===== config.mk =====
export PLATFORM = sky130hd
export DESIGN_NAME = cmp_count_sequencer_flat
export DESIGN_NICKNAME = d
export VERILOG_FILES = /design/src/rtl/cmp_count_sequencer_if.sv /design/src/rtl/cmp_count_sequencer.sv /design/src/flat_wrapper.sv
export SDC_FILE = /design/constraint.sdc
export NUM_CORES = 1
export LEC_CHECK = 0
export ABC_AREA = 1
export CAP_MARGIN = 20
export CORE_MARGIN = 3
export CORE_UTILIZATION = 35
export CTS_CLUSTER_SIZE = 12
export DETAILED_ROUTE_END_ITERATION = 10
export PLACE_DENSITY = 0.62
export SYNTH_ARGS = -nofsm -noshare
export SYNTH_HDL_FRONTEND = slang
export SYNTH_SLANG_ARGS = --single-unit

===== constraint.sdc =====
create_clock -name CK -period 2.6 [get_ports CK]
set_input_delay 0.52 -clock CK [delete_from_list [all_inputs] [get_ports CK]]
set_output_delay 0.52 -clock CK [all_outputs]
set_load 0.05 [all_outputs]

===== src/rtl/cmp_count_sequencer_if.sv =====
// cmp_count_sequencer_if - job request, datapath and result signals of the count/compare sequencer
//
// Purpose: bundles the three channels around the sequencer so they travel as one port.
//   Job request   : REQ_VALID, REQ_READY, REQ_TARGET
//   Datapath      : CNT_EN (P_0), CMP_VAL (C_*), MATCH (Z)
//   Result        : DONE_VALID, DONE_READY, DONE_STATUS, DONE_CYCLES
//   ABORT         : present only when CMP_SEQ_ABORT_EN is defined
// Modports:
//   slave  - the sequencer itself
//   master - the environment (job source, datapath, result consumer)

interface cmp_count_sequencer_if #(
    parameter int WIDTH = 17,
    parameter int CYC_W = 16
);
    logic             REQ_VALID;
    logic             REQ_READY;
    logic [WIDTH-1:0] REQ_TARGET;
    logic             CNT_EN;
    logic [WIDTH-1:0] CMP_VAL;
    logic             MATCH;
    logic             DONE_VALID;
    logic             DONE_READY;
    logic [1:0]       DONE_STATUS;
    logic [CYC_W-1:0] DONE_CYCLES;
`ifdef CMP_SEQ_ABORT_EN
    logic             ABORT;
`endif

    modport slave (
        input  REQ_VALID, REQ_TARGET, MATCH, DONE_READY,
`ifdef CMP_SEQ_ABORT_EN
        input  ABORT,
`endif
        output REQ_READY, CNT_EN, CMP_VAL, DONE_VALID, DONE_STATUS, DONE_CYCLES
    );

    modport master (
        output REQ_VALID, REQ_TARGET, MATCH, DONE_READY,
`ifdef CMP_SEQ_ABORT_EN
        output ABORT,
`endif
        input  REQ_READY, CNT_EN, CMP_VAL, DONE_VALID, DONE_STATUS, DONE_CYCLES
    );
endinterface


===== src/rtl/cmp_count_sequencer.sv =====
// cmp_count_sequencer - one-job-at-a-time sequencer for a count/compare datapath
//
// Purpose: accepts a compare job, loads the compare word, enables counting and waits
//   for a datapath match or a timeout, then reports status and elapsed RUN cycles.
// Ports:
//   CK     - clock, rising edge
//   RST_N  - synchronous active-low reset
//   bus    - cmp_count_sequencer_if.slave (request, datapath and result channels)
// Parameters: WIDTH (compare word), CYC_W (cycle counter), MAX_CYCLES (timeout, 1..2**CYC_W-1)
// Configuration: CMP_SEQ_ABORT_EN adds the ABORT input (status 2'b10).

module cmp_count_sequencer #(
    parameter int WIDTH      = 17,
    parameter int CYC_W      = 16,
    parameter int MAX_CYCLES = 65535
) (
    input  logic                   CK,
    input  logic                   RST_N,
    cmp_count_sequencer_if.slave   bus
);
    typedef enum logic [1:0] {
        IDLE = 2'd0,
        LOAD = 2'd1,
        RUN  = 2'd2,
        DONE = 2'd3
    } state_t;

    localparam logic [CYC_W-1:0] MAX_C = CYC_W'(MAX_CYCLES);

    localparam logic [1:0] ST_MATCH   = 2'b00;
    localparam logic [1:0] ST_TIMEOUT = 2'b01;
    localparam logic [1:0] ST_ABORT   = 2'b10;

    state_t           state, state_n;
    logic [CYC_W-1:0] cyc, cyc_n, cyc_inc;
    logic             cnt_en, cnt_en_n;
    logic [WIDTH-1:0] cmp_val, cmp_val_n;
    logic             done_valid, done_valid_n;
    logic [1:0]       done_status, done_status_n;
    logic [CYC_W-1:0] done_cycles, done_cycles_n;
    logic             abort;

`ifdef CMP_SEQ_ABORT_EN
    assign abort = bus.ABORT;
`else
    assign abort = 1'b0;
`endif

    // MAX_CYCLES < 2**CYC_W, so this increment never wraps before timeout fires.
    assign cyc_inc = cyc + CYC_W'(1);

    always_ff @(posedge CK) begin
        if (!RST_N) begin
            state       <= IDLE;
            cyc         <= '0;
            cnt_en      <= 1'b0;
            cmp_val     <= '0;
            done_valid  <= 1'b0;
            done_status <= 2'b00;
            done_cycles <= '0;
        end else begin
            state       <= state_n;
            cyc         <= cyc_n;
            cnt_en      <= cnt_en_n;
            cmp_val     <= cmp_val_n;
            done_valid  <= done_valid_n;
            done_status <= done_status_n;
            done_cycles <= done_cycles_n;
        end
    end

    always_comb begin
        state_n       = state;
        cyc_n         = cyc;
        cnt_en_n      = cnt_en;
        cmp_val_n     = cmp_val;
        done_valid_n  = done_valid;
        done_status_n = done_status;
        done_cycles_n = done_cycles;
        case (state)
            IDLE: begin
                if (bus.REQ_VALID) begin
                    cmp_val_n = bus.REQ_TARGET;
                    cyc_n     = '0;
                    state_n   = LOAD;
                end
            end
            LOAD: begin
                if (abort) begin
                    cnt_en_n      = 1'b0;
                    done_status_n = ST_ABORT;
                    done_cycles_n = cyc;
                    done_valid_n  = 1'b1;
                    state_n       = DONE;
                end else begin
                    cnt_en_n = 1'b1;
                    state_n  = RUN;
                end
            end
            RUN: begin
                cyc_n = cyc_inc;
                // Priority: abort, then match, then timeout.
                if (abort) begin
                    cnt_en_n      = 1'b0;
                    done_status_n = ST_ABORT;
                    done_cycles_n = cyc;
                    done_valid_n  = 1'b1;
                    state_n       = DONE;
                end else if (bus.MATCH) begin
                    cnt_en_n      = 1'b0;
                    done_status_n = ST_MATCH;
                    done_cycles_n = cyc_inc;
                    done_valid_n  = 1'b1;
                    state_n       = DONE;
                end else if (cyc_inc == MAX_C) begin
                    cnt_en_n      = 1'b0;
                    done_status_n = ST_TIMEOUT;
                    done_cycles_n = MAX_C;
                    done_valid_n  = 1'b1;
                    state_n       = DONE;
                end
            end
            DONE: begin
                if (bus.DONE_READY) begin
                    done_valid_n = 1'b0;
                    state_n      = IDLE;
                end
            end
            default: begin
                cnt_en_n     = 1'b0;
                done_valid_n = 1'b0;
                state_n      = IDLE;
            end
        endcase
    end

    assign bus.REQ_READY   = (state == IDLE);
    assign bus.CNT_EN      = cnt_en;
    assign bus.CMP_VAL     = cmp_val;
    assign bus.DONE_VALID  = done_valid;
    assign bus.DONE_STATUS = done_status;
    assign bus.DONE_CYCLES = done_cycles;
endmodule


===== src/flat_wrapper.sv =====
// flat-port wrapper written by rule: the top's interface ports become plain ports
module cmp_count_sequencer_flat 
#(
    parameter int WIDTH      = 17,
    parameter int CYC_W      = 16,
    parameter int MAX_CYCLES = 65535
)
  (CK, RST_N, bus_REQ_VALID, bus_REQ_TARGET, bus_MATCH, bus_DONE_READY, bus_REQ_READY, bus_CNT_EN, bus_CMP_VAL, bus_DONE_VALID, bus_DONE_STATUS, bus_DONE_CYCLES);
  cmp_count_sequencer_if #(.WIDTH(WIDTH), .CYC_W(CYC_W)) bus_i ();
  input  logic CK;
  input  logic RST_N;
  input wire logic [$bits(bus_i.REQ_VALID)-1:0] bus_REQ_VALID;
  input wire logic [$bits(bus_i.REQ_TARGET)-1:0] bus_REQ_TARGET;
  input wire logic [$bits(bus_i.MATCH)-1:0] bus_MATCH;
  input wire logic [$bits(bus_i.DONE_READY)-1:0] bus_DONE_READY;
  output wire logic [$bits(bus_i.REQ_READY)-1:0] bus_REQ_READY;
  output wire logic [$bits(bus_i.CNT_EN)-1:0] bus_CNT_EN;
  output wire logic [$bits(bus_i.CMP_VAL)-1:0] bus_CMP_VAL;
  output wire logic [$bits(bus_i.DONE_VALID)-1:0] bus_DONE_VALID;
  output wire logic [$bits(bus_i.DONE_STATUS)-1:0] bus_DONE_STATUS;
  output wire logic [$bits(bus_i.DONE_CYCLES)-1:0] bus_DONE_CYCLES;
  assign bus_i.REQ_VALID = bus_REQ_VALID;
  assign bus_i.REQ_TARGET = bus_REQ_TARGET;
  assign bus_i.MATCH = bus_MATCH;
  assign bus_i.DONE_READY = bus_DONE_READY;
  assign bus_REQ_READY = bus_i.REQ_READY;
  assign bus_CNT_EN = bus_i.CNT_EN;
  assign bus_CMP_VAL = bus_i.CMP_VAL;
  assign bus_DONE_VALID = bus_i.DONE_VALID;
  assign bus_DONE_STATUS = bus_i.DONE_STATUS;
  assign bus_DONE_CYCLES = bus_i.DONE_CYCLES;
  cmp_count_sequencer #(.WIDTH(WIDTH), .CYC_W(CYC_W), .MAX_CYCLES(MAX_CYCLES)) u_core (.CK(CK), .RST_N(RST_N), .bus(bus_i));
endmodule

==> flow_metrics.tcl <==
set metrics [dict create \
    synth_area_leaders "dfxtp_1, nand2_1, nor2_1, o21ai_0, inv_1" \
    clock_skew_ns 0.00826 \
    drt_iter0_markers 87 \
    postCtsHoldBufs 0 \
    worstSetupEndpointType "output port" \
    clock-sinks 54 \
    period_needed_ns 2.35 \
    insertion_delay_ns 0.31 \
    drtPass1Iterations 4 \
    gp_congestion 0.924 \
    yosysTopAreaCellShare_pct 40.3 \
    avgSynthCellArea_um2 6.98 \
    htreeDepth 2 \
    start_kind "flop" \
    synth-main-ff-cell "dfxtp_1" \
    ioPinCount 60 \
    syn2layout_area_growth_pct 28.0 \
    cts_tree "built" \
    hold_path_class "reg -> reg" \
    initial_core_util_pct 36.6 \
    cts.clk_slew.worst_paths_ns 0.10 \
    tns_ns 0 \
    fin_crit_sh_pct 90.4 \
    cts_made_buffers 5 \
    route.detailed.wl_per_inst_um 11.9 \
    synth_cells 384 \
    drc 0 \
    synth.most_common_cell "nand2_1" \
    drive_above_1_share_pct 11.1 \
    die-area_um2 8750 \
    relSlewSlack_pct 46.4 \
    post_cts_buffers 0 \
    placed_area_um2 3350 \
    r2r_start "u_core.cyc[1]$_SDFFE_PN0P_" \
    grt_pass1_wl_um 10500 \
    tightestPinTransition_ns 0.803 \
    core_um2 7330 \
    hpwl_um 4800 \
    grt_max_degree 31 \
    num_antenna_cells 0 \
    drt-total-wl_um 6430 \
    row_count 31 \
    grt_pass1_vias 2224 \
    ant_nets 0 \
    ys_top_cells_by_count "nand2_1, nor2_1, dfxtp_1" \
    yosysUniqueCellTypes 29 \
    yosysTopAreaCell "dfxtp_1" \
    clk_path_buf_depth 2 \
    ys.warnings.count 0 \
    synth_nets 411 \
    antenna_found_initial 0 \
    outcome "completed" \
    final_cells 540 \
    rsz0062_at_grt "false" \
    postLayoutCellArea_um2 3430 \
    fp.dieW_um 93.5 \
    max_freq_ghz 0.425 \
    power.density_nw_per_um2 840 \
    synth_seq_cells 54 \
    finalHoldViolCount 0 \
    crit_start "u_core.state[0]$_SDFFE_PN0P_" \
    io_buffers 58 \
    syn-cell-area_um2 2680 \
    leakage_nw 1.35 \
    synth-edff-count 0 \
    required_ns 2.08 \
    vias_per_cell 4.66 \
    crit_arrival_ns 1.83 \
    worstSetupPathType "reg -> out" \
    cts-root-buf "clkbuf_8" \
    report.final.slew_viol_count 0 \
    peakVddDrop_uv 424 \
    async_flop_share_pct 0 \
    layout.nets 468 \
    setup_violations 0 \
    cts_resized 0 \
    timing.max_cap.violations 0 \
    grt_use_total_pct 15.2 \
    ys_seq_area_share_pct 40.3 \
    grt_overflow_total 0 \
    critPathMaxFanout 5 \
    die_h_um 93.5 \
    num_vias 2515 \
    dp_cells 533 \
    hp-start "u_core.bus.CNT_EN$_SDFFE_PN0P_" \
]
==> stage by stage <==
stage / power [mW] / utilization (%) / worst slack (ns) / hold slack (ns)
3_5_place_dp: 2.45 / 45.7 / 0.445 / 0.464
4_1_cts: 2.91 / 46.8 / 0.257 / 0.489
2_1_floorplan: 2.03 / - / 0.720 / 0.454
5_1_grt: 3.06 / 46.8 / 0.181 / 0.513
6_report: 2.88 / 46.8 / 0.249 / 0.477
3_3_place_gp: 2.44 / 45.7 / 0.457 / 0.452
==> metal layers <==
layer  track usage (%)  share of wire, %  wire [µm]  up-vias
li1                  -                 -          -     1315
met1              19.6                46       2970     1145
met2              25.3                49       3120       49
met3              3.14               4.0        254        6
met4              4.88               1.3         82        0
met5                 0                 0          0        -
==> worst paths after layout <==
kind / slack [ns] / depth (start not counted) / endpoint
max: 0.25 / 3 / bus_REQ_READY
min: 0.48 / 2 / u_core.bus.CNT_EN$_SDFFE_PN0P_
max reg2reg: 0.46 / 11 / u_core.bus.DONE_CYCLES[0]$_SDFFE_PN0P_
min reg2reg: 0.48 / 2 / u_core.bus.CNT_EN$_SDFFE_PN0P_
==> cell type report <==
cell class	count	area [µm²]
inverter	48	180
sequential	54	1080
clock inverter	2	15.0
timing repair buffer	61	603
multi-input combinational	271	1360
clock buffer	5	68.8
fill	724	3900
tap	99	124
==> cell families after synthesis <==
kind of cell,share of synthesized area (%)
and+or+nand+nor,32.2
xor gates and xnor gates,0.327
DFF,40.3
adders and majority gates,2.33
buffers and inverters,9.01
AOI/OAI and AO/OA,15.6
other,0.140
==> power breakdown <==
part           total [mW]  switching (mW)  internal, mW
clock               0.463           0.279         0.185
combinational        1.34           0.910         0.432
sequential           1.08          0.0944         0.983
==> flip-flops by register name (all words and copies together), names as in the netlist <==
name / flops
u_core.bus.DONE_STATUS: 1
u_core.bus.CMP_VAL: 17
u_core.bus.DONE_VALID: 1
u_core.bus.CNT_EN: 1
u_core.state: 2
u_core.cyc: 16
u_core.bus.DONE_CYCLES: 16
==> worst max-delay path, cell delays in order, from the launching register on <==
cell             delay [ns]
dfxtp_1                0.33
inv_1                  0.10
ha_1                   0.25
clkdlybuf4s50_1        0.84
==> layout by cell type (no fill, tap or decap), types with 3 or more instances in the layout <==
cell type	Yosys	final
a21oi_1	24	24
buf_4	1	3
clkbuf_8	0	5
clkdlybuf4s50_1	0	58
clkinv_1	4	4
dfxtp_1	54	54
ha_1	5	5
inv_1	42	42
nand2_1	90	90
nand2_2	13	13
nand3_1	14	14
nand3_2	3	3
nand4_1	6	6
nor2_1	55	55
nor2_2	4	4
nor2_4	3	3
o21ai_0	32	32
o21bai_2	9	9
or2_2	3	3
Note: power is estimated with default switching activity, not from simulation.
